`config.mk`:
```
export PLATFORM = sky130hd
export DESIGN_NAME = sopc_mem_arbiter
export DESIGN_NICKNAME = d
export VERILOG_FILES = /design/src/rtl/sopc_mem_arbiter_pkg.sv /design/src/rtl/sopc_mem_arbiter_rr_arb.sv /design/src/rtl/sopc_mem_arbiter.sv
export SDC_FILE = /design/constraint.sdc
export NUM_CORES = 1
export LEC_CHECK = 0
export BUFFER_PORTS_ARGS = -buffer_cell sky130_fd_sc_hd__buf_2
export CELL_PAD_IN_SITES_DETAIL_PLACEMENT = 1
export CELL_PAD_IN_SITES_GLOBAL_PLACEMENT = 1
export CORE_ASPECT_RATIO = 0.9
export CORE_UTILIZATION = 25
export CTS_CLUSTER_SIZE = 25
export DETAILED_ROUTE_END_ITERATION = 6
export PLACE_DENSITY = 0.85
export SETUP_SLACK_MARGIN = 0.2
export SLEW_MARGIN = 10
export SYNTH_ARGS = -nofsm -noshare
export SYNTH_HDL_FRONTEND = slang
export SYNTH_SLANG_ARGS = --single-unit
```
`constraint.sdc`:
```
create_clock -name clk -period 2.7 [get_ports clk]
set_input_delay 0.54 -clock clk [delete_from_list [all_inputs] [get_ports clk]]
set_output_delay 0.54 -clock clk [all_outputs]
set_load 0.02 [all_outputs]
```
`src/rtl/sopc_mem_arbiter_pkg.sv`:
```
// Shared constants, the master-id width helper and the read-tag type
// for the SoPC memory arbiter.
package sopc_pkg;

    localparam int unsigned DEF_NUM_MASTERS = 2;
    localparam int unsigned DEF_DATA_W      = 32;
    localparam int unsigned DEF_MEM_AW      = 10;
    localparam int unsigned DEF_MEM_LAT     = 1;

    localparam int unsigned MEM_LAT_MIN     = 1;
    localparam int unsigned MEM_LAT_MAX     = 3;

    // Byte address width of every master port
    localparam int unsigned ADDR_W          = 32;

    // Widest master id needed (up to four masters)
    localparam int unsigned MAX_ID_W        = 2;

    // Width of a master index; a single bit is kept even for two masters
    function automatic int unsigned id_width(input int unsigned n);
        return (n <= 2) ? 1 : $clog2(n);
    endfunction

    // One stage of the read-response tag pipeline
    typedef struct packed {
        logic                valid;
        logic [MAX_ID_W-1:0] id;
    } rd_tag_t;

endpackage

```
`src/rtl/sopc_mem_arbiter_rr_arb.sv`:
```
// Round-robin arbiter: one-hot grant from the request vector and the
// last-granted pointer; the pointer advances only when a grant is issued.
module sopc_rr_arb
    import sopc_pkg::*;
#(
    parameter int unsigned NUM_MASTERS = DEF_NUM_MASTERS,
    parameter int unsigned ID_W        = id_width(DEF_NUM_MASTERS)
) (
    input  logic                   clk,
    input  logic                   rst,
    input  logic [NUM_MASTERS-1:0] req_i,
    output logic [NUM_MASTERS-1:0] gnt_o,
    output logic [ID_W-1:0]        gnt_id_o,
    output logic                   gnt_any_o
);

    logic [ID_W-1:0] ptr_q;
    logic [ID_W-1:0] ptr_d;
    logic [ID_W-1:0] idx;

    // Search from the master after the last winner; reset forces no grant
    always_comb begin
        gnt_o     = '0;
        gnt_id_o  = '0;
        gnt_any_o = 1'b0;
        idx       = '0;
        for (int unsigned i = 1; i <= NUM_MASTERS; i++) begin
            idx = ID_W'((32'(ptr_q) + i) % NUM_MASTERS);
            if (rst && !gnt_any_o && req_i[idx]) begin
                gnt_any_o  = 1'b1;
                gnt_o[idx] = 1'b1;
                gnt_id_o   = idx;
            end
        end
        ptr_d = gnt_any_o ? gnt_id_o : ptr_q;
    end

    // Pointer starts at the last master so master 0 wins the first contention
    always_ff @(posedge clk or negedge rst) begin
        if (!rst) begin
            ptr_q <= ID_W'(NUM_MASTERS - 1);
        end else begin
            ptr_q <= ptr_d;
        end
    end

endmodule

```
`src/rtl/sopc_mem_arbiter.sv`:
```
// Multi-master arbiter in front of a synchronous single-port RAM:
// round-robin grant, in-order pipelined read return and a saturating
// contention counter.
module sopc_mem_arbiter
    import sopc_pkg::*;
#(
    parameter int unsigned NUM_MASTERS = DEF_NUM_MASTERS,
    parameter int unsigned DATA_W      = DEF_DATA_W,
    parameter int unsigned MEM_AW      = DEF_MEM_AW,
    parameter int unsigned MEM_LAT     = DEF_MEM_LAT
) (
    input  logic                            clk,
    input  logic                            rst,
    input  logic [NUM_MASTERS-1:0]          req_i,
    input  logic [NUM_MASTERS*DATA_W/8-1:0] we_i,
    input  logic [NUM_MASTERS*ADDR_W-1:0]   addr_i,
    input  logic [NUM_MASTERS*DATA_W-1:0]   wdata_i,
    output logic [NUM_MASTERS-1:0]          gnt_o,
    output logic [NUM_MASTERS-1:0]          rvalid_o,
    output logic [DATA_W-1:0]               rdata_o,
    output logic                            mem_en_o,
    output logic [DATA_W/8-1:0]             mem_we_o,
    output logic [MEM_AW-1:0]               mem_addr_o,
    output logic [DATA_W-1:0]               mem_wdata_o,
    input  logic [DATA_W-1:0]               mem_rdata_i,
    output logic [15:0]                     conflict_cnt_o,
    input  logic                            cnt_clr_i
);

    localparam int unsigned BE_W     = DATA_W / 8;
    localparam int unsigned BYTE_OFF = $clog2(BE_W);
    localparam int unsigned ID_W     = id_width(NUM_MASTERS);
    localparam int unsigned NREQ_W   = $clog2(NUM_MASTERS + 1);

    logic [ID_W-1:0]   gnt_id;
    logic              gnt_any;

    logic [BE_W-1:0]   sel_we;
    logic [MEM_AW-1:0] sel_addr;
    logic [DATA_W-1:0] sel_wdata;

    logic [MEM_AW-1:0] addr_q;
    logic [DATA_W-1:0] wdata_q;

    rd_tag_t           tag_d;
    rd_tag_t           tag_q [MEM_LAT];

    logic [NREQ_W-1:0] nreq;
    logic              contention;
    logic [15:0]       cnt_q;
    logic [15:0]       cnt_d;

    // Address bits above the RAM word range are intentionally dropped
    logic              unused_addr_bits;
    assign unused_addr_bits = ^addr_i;

    sopc_rr_arb #(
        .NUM_MASTERS (NUM_MASTERS),
        .ID_W        (ID_W)
    ) u_rr_arb (
        .clk       (clk),
        .rst       (rst),
        .req_i     (req_i),
        .gnt_o     (gnt_o),
        .gnt_id_o  (gnt_id),
        .gnt_any_o (gnt_any)
    );

    // Select the granted master's access fields
    always_comb begin
        sel_we    = '0;
        sel_addr  = '0;
        sel_wdata = '0;
        for (int unsigned m = 0; m < NUM_MASTERS; m++) begin
            if (gnt_o[m]) begin
                sel_we    = we_i[m*BE_W +: BE_W];
                sel_addr  = addr_i[m*ADDR_W + BYTE_OFF +: MEM_AW];
                sel_wdata = wdata_i[m*DATA_W +: DATA_W];
            end
        end
    end

    // Memory strobes follow the grant combinationally; address/data hold when idle
    always_comb begin
        mem_en_o    = gnt_any;
        mem_we_o    = gnt_any ? sel_we    : '0;
        mem_addr_o  = gnt_any ? sel_addr  : addr_q;
        mem_wdata_o = gnt_any ? sel_wdata : wdata_q;
    end

    // Remember the last presented address and write data
    always_ff @(posedge clk or negedge rst) begin
        if (!rst) begin
            addr_q  <= '0;
            wdata_q <= '0;
        end else if (gnt_any) begin
            addr_q  <= sel_addr;
            wdata_q <= sel_wdata;
        end
    end

    // Tag entering the pipeline: only granted reads produce a response
    always_comb begin
        tag_d       = '0;
        tag_d.valid = gnt_any && (sel_we == '0);
        tag_d.id    = MAX_ID_W'(gnt_id);
    end

    // Read tag shift register, MEM_LAT deep; reset drops in-flight reads
    always_ff @(posedge clk or negedge rst) begin
        if (!rst) begin
            for (int unsigned i = 0; i < MEM_LAT; i++) begin
                tag_q[i] <= '0;
            end
        end else begin
            tag_q[0] <= tag_d;
            for (int unsigned i = 1; i < MEM_LAT; i++) begin
                tag_q[i] <= tag_q[i-1];
            end
        end
    end

    // Decode the oldest tag into the one-hot response strobe and shared data
    always_comb begin
        rvalid_o = '0;
        for (int unsigned m = 0; m < NUM_MASTERS; m++) begin
            rvalid_o[m] = tag_q[MEM_LAT-1].valid &&
                          (tag_q[MEM_LAT-1].id == MAX_ID_W'(m));
        end
        rdata_o = (rvalid_o != '0) ? mem_rdata_i : '0;
    end

    // Contention is two or more raw requests in the same cycle
    always_comb begin
        nreq = '0;
        for (int unsigned m = 0; m < NUM_MASTERS; m++) begin
            nreq = nreq + NREQ_W'(req_i[m]);
        end
        contention = (nreq >= NREQ_W'(2));
    end

    // Saturating contention counter; clear wins over increment
    always_comb begin
        cnt_d = cnt_q;
        if (cnt_clr_i) begin
            cnt_d = '0;
        end else if (contention && (cnt_q != '1)) begin
            cnt_d = cnt_q + 16'd1;
        end
    end

    // Contention counter register
    always_ff @(posedge clk or negedge rst) begin
        if (!rst) begin
            cnt_q <= '0;
        end else begin
            cnt_q <= cnt_d;
        end
    end

    assign conflict_cnt_o = cnt_q;

endmodule

```
## After elaboration in Yosys (flattened, before gate mapping)

Cells that the tools add are included.

| operators by class | value |
|---|---|
| $add $sub $neg | 4 |
| $lt $le $gt $ge | 5 |
| equality and inequality tests | 1 |
| muxes and demuxes | 26 |
| bitwise logic cells | 1 |
| reduce and logical (&&, ||, !) cells | 14 |

Operators with widths:

| kind | count |
|---|---|
| $mux W32 | 4 |
| $mux W16 | 2 |
| $mux W10 | 3 |
| $add A16 B1 Y16 const B | 1 |
| $ne A16 B16 Y1 const B | 1 |
| $mux W4 | 3 |
| $mux W1 | 10 |
| $logic_and A1 B1 Y1 | 9 |
| $logic_not A4 Y1 | 1 |
| $lt A1 B2 Y1 const B | 2 |
| $mux W2 | 2 |
| $reduce_bool A2 Y1 | 2 |
| $add A1 B1 Y1 const B | 2 |
| $add A1 B1 Y2 | 1 |
| $demux W1 S1 | 2 |
| $ge A1 B1 Y1 const B | 2 |
| $ge A2 B2 Y1 const B | 1 |
| $logic_not A2 Y1 | 1 |
| $or A2 B2 Y2 | 1 |
| $logic_not A1 Y1 | 1 |

| word-level totals | value |
|---|---|
| register bits | 61 |

## Depth between registers and ports, before layout

| depth | value |
|---|---|
| depth in word-level cells | 13 |
| gate-level depth with buffers | 7 |
| mapped depth without buffers | 5 |

## Hierarchy

A second synthesis with hierarchy kept.

| unflattened totals | value |
|---|---|
| cell total of the unflattened synthesis | 348 |
| area, all modules | 3171.8 um^2 |

Modules (own cells, without submodules):

| module | instances | cells each | area each (um^2) | seq. area each (um^2) |
|---|---|---|---|---|
| sopc_mem_arbiter | 1 | 338 | 3096.7 | 1501.4 |
| sopc_rr_arb | 1 | 10 | 75.1 | 26.3 |

## Worst setup path after synthesis

No wires, ideal clock.

| timing | value |
|---|---|
| path type | input-to-output |
| start point | input port req_i[1] |
| end point | output port mem_addr_o[2] |
| data arrival time | 2071 ps |
| data required time | 2160 ps |
| slack | 89 ps |
| cell stages on the path | 7 |
| path buffers | 3 |
| cell sequence | clkbuf_1 nand2_1 a21oi_1 clkbuf_1 clkbuf_1 a222oi_1 inv_1 |

| on the way | value |
|---|---|
| elaborated cells between the ends (all ways) | 16 |
| classes of those cells | mux: 11; bitwise: 1; reduce/logical: 4 |

RTL lines:

| item | line | RTL |
|---|---|---|
| start: declaration | sopc_mem_arbiter.sv:14 | `input logic [NUM_MASTERS-1:0] req_i,` |
| $mux W1 (implied by the code) (2 in a row) | sopc_mem_arbiter_rr_arb.sv:29 | `if (rst && !gnt_any_o && req_i[idx]) begin` |
| $logic_and A1 B1 Y1 | sopc_mem_arbiter_rr_arb.sv:29 |  |
| $mux W1 | sopc_mem_arbiter_rr_arb.sv:29 |  |
| $logic_not A1 Y1 | sopc_mem_arbiter_rr_arb.sv:29 |  |
| $logic_and A1 B1 Y1 (2 in a row) | sopc_mem_arbiter_rr_arb.sv:29 |  |
| $mux W2 * | sopc_mem_arbiter_rr_arb.sv:29 |  |
| named net gnt_o[1] | sopc_mem_arbiter.sv:18 | `output logic [NUM_MASTERS-1:0] gnt_o,` |
| $mux W10 * | sopc_mem_arbiter.sv:75 | `if (gnt_o[m]) begin` |
| $mux W10 * | - |  |
| end: declaration | sopc_mem_arbiter.sv:23 | `output logic [MEM_AW-1:0] mem_addr_o,` |

The timed path passes the listed nets; every way through them passes the cells marked *. The select of a mux whose other input is x is not followed.

## Worst setup path in the final report

| timing | value |
|---|---|
| start point | register u_rr_arb.ptr_q |
| end point | output port mem_wdata_o[2] |

| on the way | value |
|---|---|
| longest elaborated chain between the ends | 12 |
| elaborated cells between the ends (all ways) | 28 |
| classes of those cells | add/sub: 2; order compare: 4; mux: 15; bitwise: 1; reduce/logical: 6 |

RTL lines:

| item | line | RTL |
|---|---|---|
| start: declaration | sopc_mem_arbiter_rr_arb.sv:17 | `logic [ID_W-1:0] ptr_q;` |
| start signal: assignment | sopc_mem_arbiter_rr_arb.sv:41 | `ptr_q <= ID_W'(NUM_MASTERS - 1);` |
| start signal: assignment | sopc_mem_arbiter_rr_arb.sv:43 | `ptr_q <= ptr_d;` |
| branches (longest 11 deep; another with $lt A1 B2 Y1) | - |  |
| $mux W32 * | - |  |
| end: declaration | sopc_mem_arbiter.sv:24 | `output logic [DATA_W-1:0] mem_wdata_o,` |

Every way passes the cells marked *. The select of a mux whose other input is x is not followed.

==> parameters.txt <==
Parameter                              Value

Setup path
  Worst setup slack for register-to-register paths ... approximately 0.74 ns
  Origin of the critical flop-to-flop path ... conflict_cnt_o[0]
  Worst-path fanout max ... 48
  Path type of the worst setup path ... register to output port
  Path depth of the worst reg2reg path ... 5
  Arrival time at the worst endpoint ... 1.82 ns
  Capture point of the worst path ... mem_wdata_o[2]
  Worst path buffer plus inverter count ... 4
  Worst path required time ... 2.16 ns
  Cell with the largest stage delay on the worst path ... dfstp_2
  Element type at the critical path end ... output port
  Nature of the critical path startpoint ... register
  Top cell by count, worst path ... inv_1
  Biggest cell delay along the critical path ... 0.57 ns
  Total stage count of the critical path ... 6
  Crit path from ... u_rr_arb.ptr_q
  R2R Path End ... conflict_cnt_o[0]
  Cell family contributing the most delay on the critical path ... buffers and inverters
  Crit-path cells ... inv_1 > a21oi_4 > buf_12 > a222oi_1 > inv_1 > buf_2

Route
  Routed Wire Length ... 11060 um
  Mean number of vias per cell ... 5.071
  Initial drt markers ... 296
  Via Count ... 3433
  Number of optimization iterations in the first detailed-route pass ... 7
  Residual antenna-violating net count after detailed routing ... 0
  Routed len/inst ... 16.34 um
  Detailed-route DRC error count ... 7

Logic synthesis
  Post-synth EDFFs ... 0
  Proportion of synthesized flip-flops having asynchronous set or reset ... 100.0%
  Post-synth top flop ... dfrtp_1
  Number of storage elements in the synthesis netlist ... 61
  Post-synthesis cell count ... 294
  Seq/Total Area, Yosys ... 51.19%
  Cell area after synthesis ... 2984 um2
  Synthesized area per cell ... 10.15 um2
  Yosys warnings ... 0
  Count of different cell masters after synthesis ... 38
  Synthesized Nets ... between 400 and 500

Timing
  Slew @ Worst Pin ... 0.7529 ns
  Post-layout minimum cycle time ... 2.365 ns
  Post-route clock period utilization ... between 80% and 90%
  Tightest slew margin relative to the limit ... 49.34%
  Accumulated negative setup slack ... 0 ns
  Pins Over Slew Limit ... 0
  Min Hold Slack ... roughly 0.33 ns
  RSZ-0062 raised after global routing ... no
  Total count of hold-check failures in the final report ... 0
  Final Setup Violations ... 0
  Final setup skew ... 0.007265 ns
  FMAX ... 422.9 MHz

Die
  Starting Density ... around a quarter
  Height of the chip ... 105.6 um
  # IOs ... 272
  Overall die width ... 117.2 um
  Die area ... between 10000 and 15000 um2
  Number of cell rows ... 37
  Core footprint ... around 12000 um2

GRT
  Vias in the first global route ... about 3400
  Number of antenna violations at the first check in global routing ... 1
  Overflow left after global routing ... 0
  Total global-route track usage ... 17.73%
  Global-route wire length before repair ... 16590 um
  Maximum number of pins on one net before global-route repair ... between 40 and 50

Flow run
  Max-capacitance violation count ... 0

Finish
  Layout net count ... 690
  Fraction of layout instances using a drive strength above 1 ... 49.52%
  Antenna Diode Count ... 0
  Commonest cells after routing, fill and taps aside ... 227 x buf_2, 60 x dfrtp_1, 48 x inv_1
  Area overhead of the layout relative to synthesis ... 55.93%
  Finished Core Util ... between 40% and 50%
  Most common cell after layout, fill and taps aside ... buf_2

Power and ir drop
  Reported leakage power ... 2.584 nW
  Power Density ... 630.8 nW/um2
  Worst ir drop on vdd ... 0.2684 mV

Placed design
  Last weighted congestion value of the routability-driven placer ... 0.7758
  Count of input and output buffers ... approximately 230
  Final HPWL DP ... ~8500 um

Min path
  Hold Crit Class ... input port to async pin

Clock tree
  Htree depth ... 3
  Number of gates given a new drive strength after cts ... 0
  # clock sinks ... 61
  Clock transition at the registers of the reported paths ... 0.05 ns
  Clock tree root driver cell ... clkbuf_16
  Clock tree from TritonCTS ... yes
  Worst skew pair latency ... 0.34 ns
  Longest Clk Path Bufs ... 2
  Number of buffers inserted for hold repair after clock tree synthesis ... 0
  Post-CTS Setup Bufs ... 0
  TritonCTS Buffers ... 9

Status
  Violations in the final reports ... design-rule violations
  Run status ... finished, violations left
[worst min path at each step]
stage | start | endpoint | slack, ns | cells after the start
after floorplan | rst | addr_q[0] | 0.24 | 0
after global placement | wdata_q[29] | wdata_q[29] | 0.48 | 2
after detailed placement | addr_q[5] | addr_q[5] | 0.49 | 2
after CTS | rst | addr_q[9] | 0.34 | 2
after global routing | rst | wdata_q[31] | 0.36 | 2
final | rst | tag_q[0] | 0.33 | 2
[kinds of logic after synthesis]
logic type | after synthesis | share of synthesized area, %
buffers and inverters | 69 | 8.679
AND/OR/NAND/NOR | 81 | 16.52
AO/OA/AOI/OAI | 79 | 22.10
flip-flops | 61 | 51.20
multiplexers | 3 | 1.090
adder cells (fa/ha/maj) | 1 | 0.4192
[metal layers]
layer | GRT usage [%] | vias up | part of all wire (%)
li1 | - | 1552 | -
met1 | 19.02 | 1646 | 38
met2 | 31.26 | 206 | 50
met3 | 4.945 | 27 | 9.2
met4 | 9.132 | 2 | 2.7
met5 | 0 | - | 0.14
[cell usage after synthesis, types with 2 or more instances]
master     n  area share [%]
a222oi_1  42              14
dfrtp_1   60              50
mux2_2     2            0.75
nor4_1     2            0.42
o21ai_0    7             1.2
and4_1     3            0.88
a31oi_1    4            0.84
or3_1      6             1.3
clkbuf_1  17             2.1
nand2_1    9             1.1
nand4_1    8             1.7
nor2b_1    3            0.63
and2_1    33             6.9
inv_1     48             6.0
nor3_1     2            0.34
a21oi_1   11             1.8
buf_1      4            0.50
nor2_1     8             1.0
a22o_1     4             1.2
nand3_1    3            0.50
[where the power goes]
group | switching (mW) | internal (mW)
sequential | 0.0497 | 1.02
clock | 0.462 | 0.728
combinational | 0.415 | 0.264
[layout make-up]
cell class / instances / area [um2]
repair buffers: 232 / 1211
inverters: 48 / 180.2
multi-input cells: 164 / 1231
flip-flops and latches: 61 / 1528
clock buffers: 9 / 225.2
fillers: 1407 / 6874
clock inverters: 7 / 82.58
well taps: 156 / 195.2
[metrics by stage]
| step | instances | cell area [um2] | total power, mW | setup slack (ns) |
|---|---|---|---|---|
| 4_1_cts | 677 | 4653 | 2.980 | 0.3237 |
| 3_5_place_dp | 661 | 4345 | 1.764 | 0.3605 |
| 6_report | 677 | 4653 | 2.935 | 0.3352 |
| 3_3_place_gp | 661 | 4345 | 1.731 | 0.4214 |
| 5_1_grt | 677 | 4653 | 3.077 | 0.2646 |
| 2_1_floorplan | 294 | 2985 | 1.440 | 0.2552 |
[state kept, by name, indices dropped and copies added, names as in the netlist]
name and flops:
wdata_q 32, conflict_cnt_o 16, addr_q 10, tag_q 2
u_rr_arb.ptr_q 1
[worst reg2reg max path: stages, from the launching register on]
cell and delay [ns]:
dfrtp_1 0.49, ha_1 0.27, nand3_1 0.16, nor4_2 0.46, nor2_1 0.16, mux2_2 0.30
(Power assumes the default switching activity.)
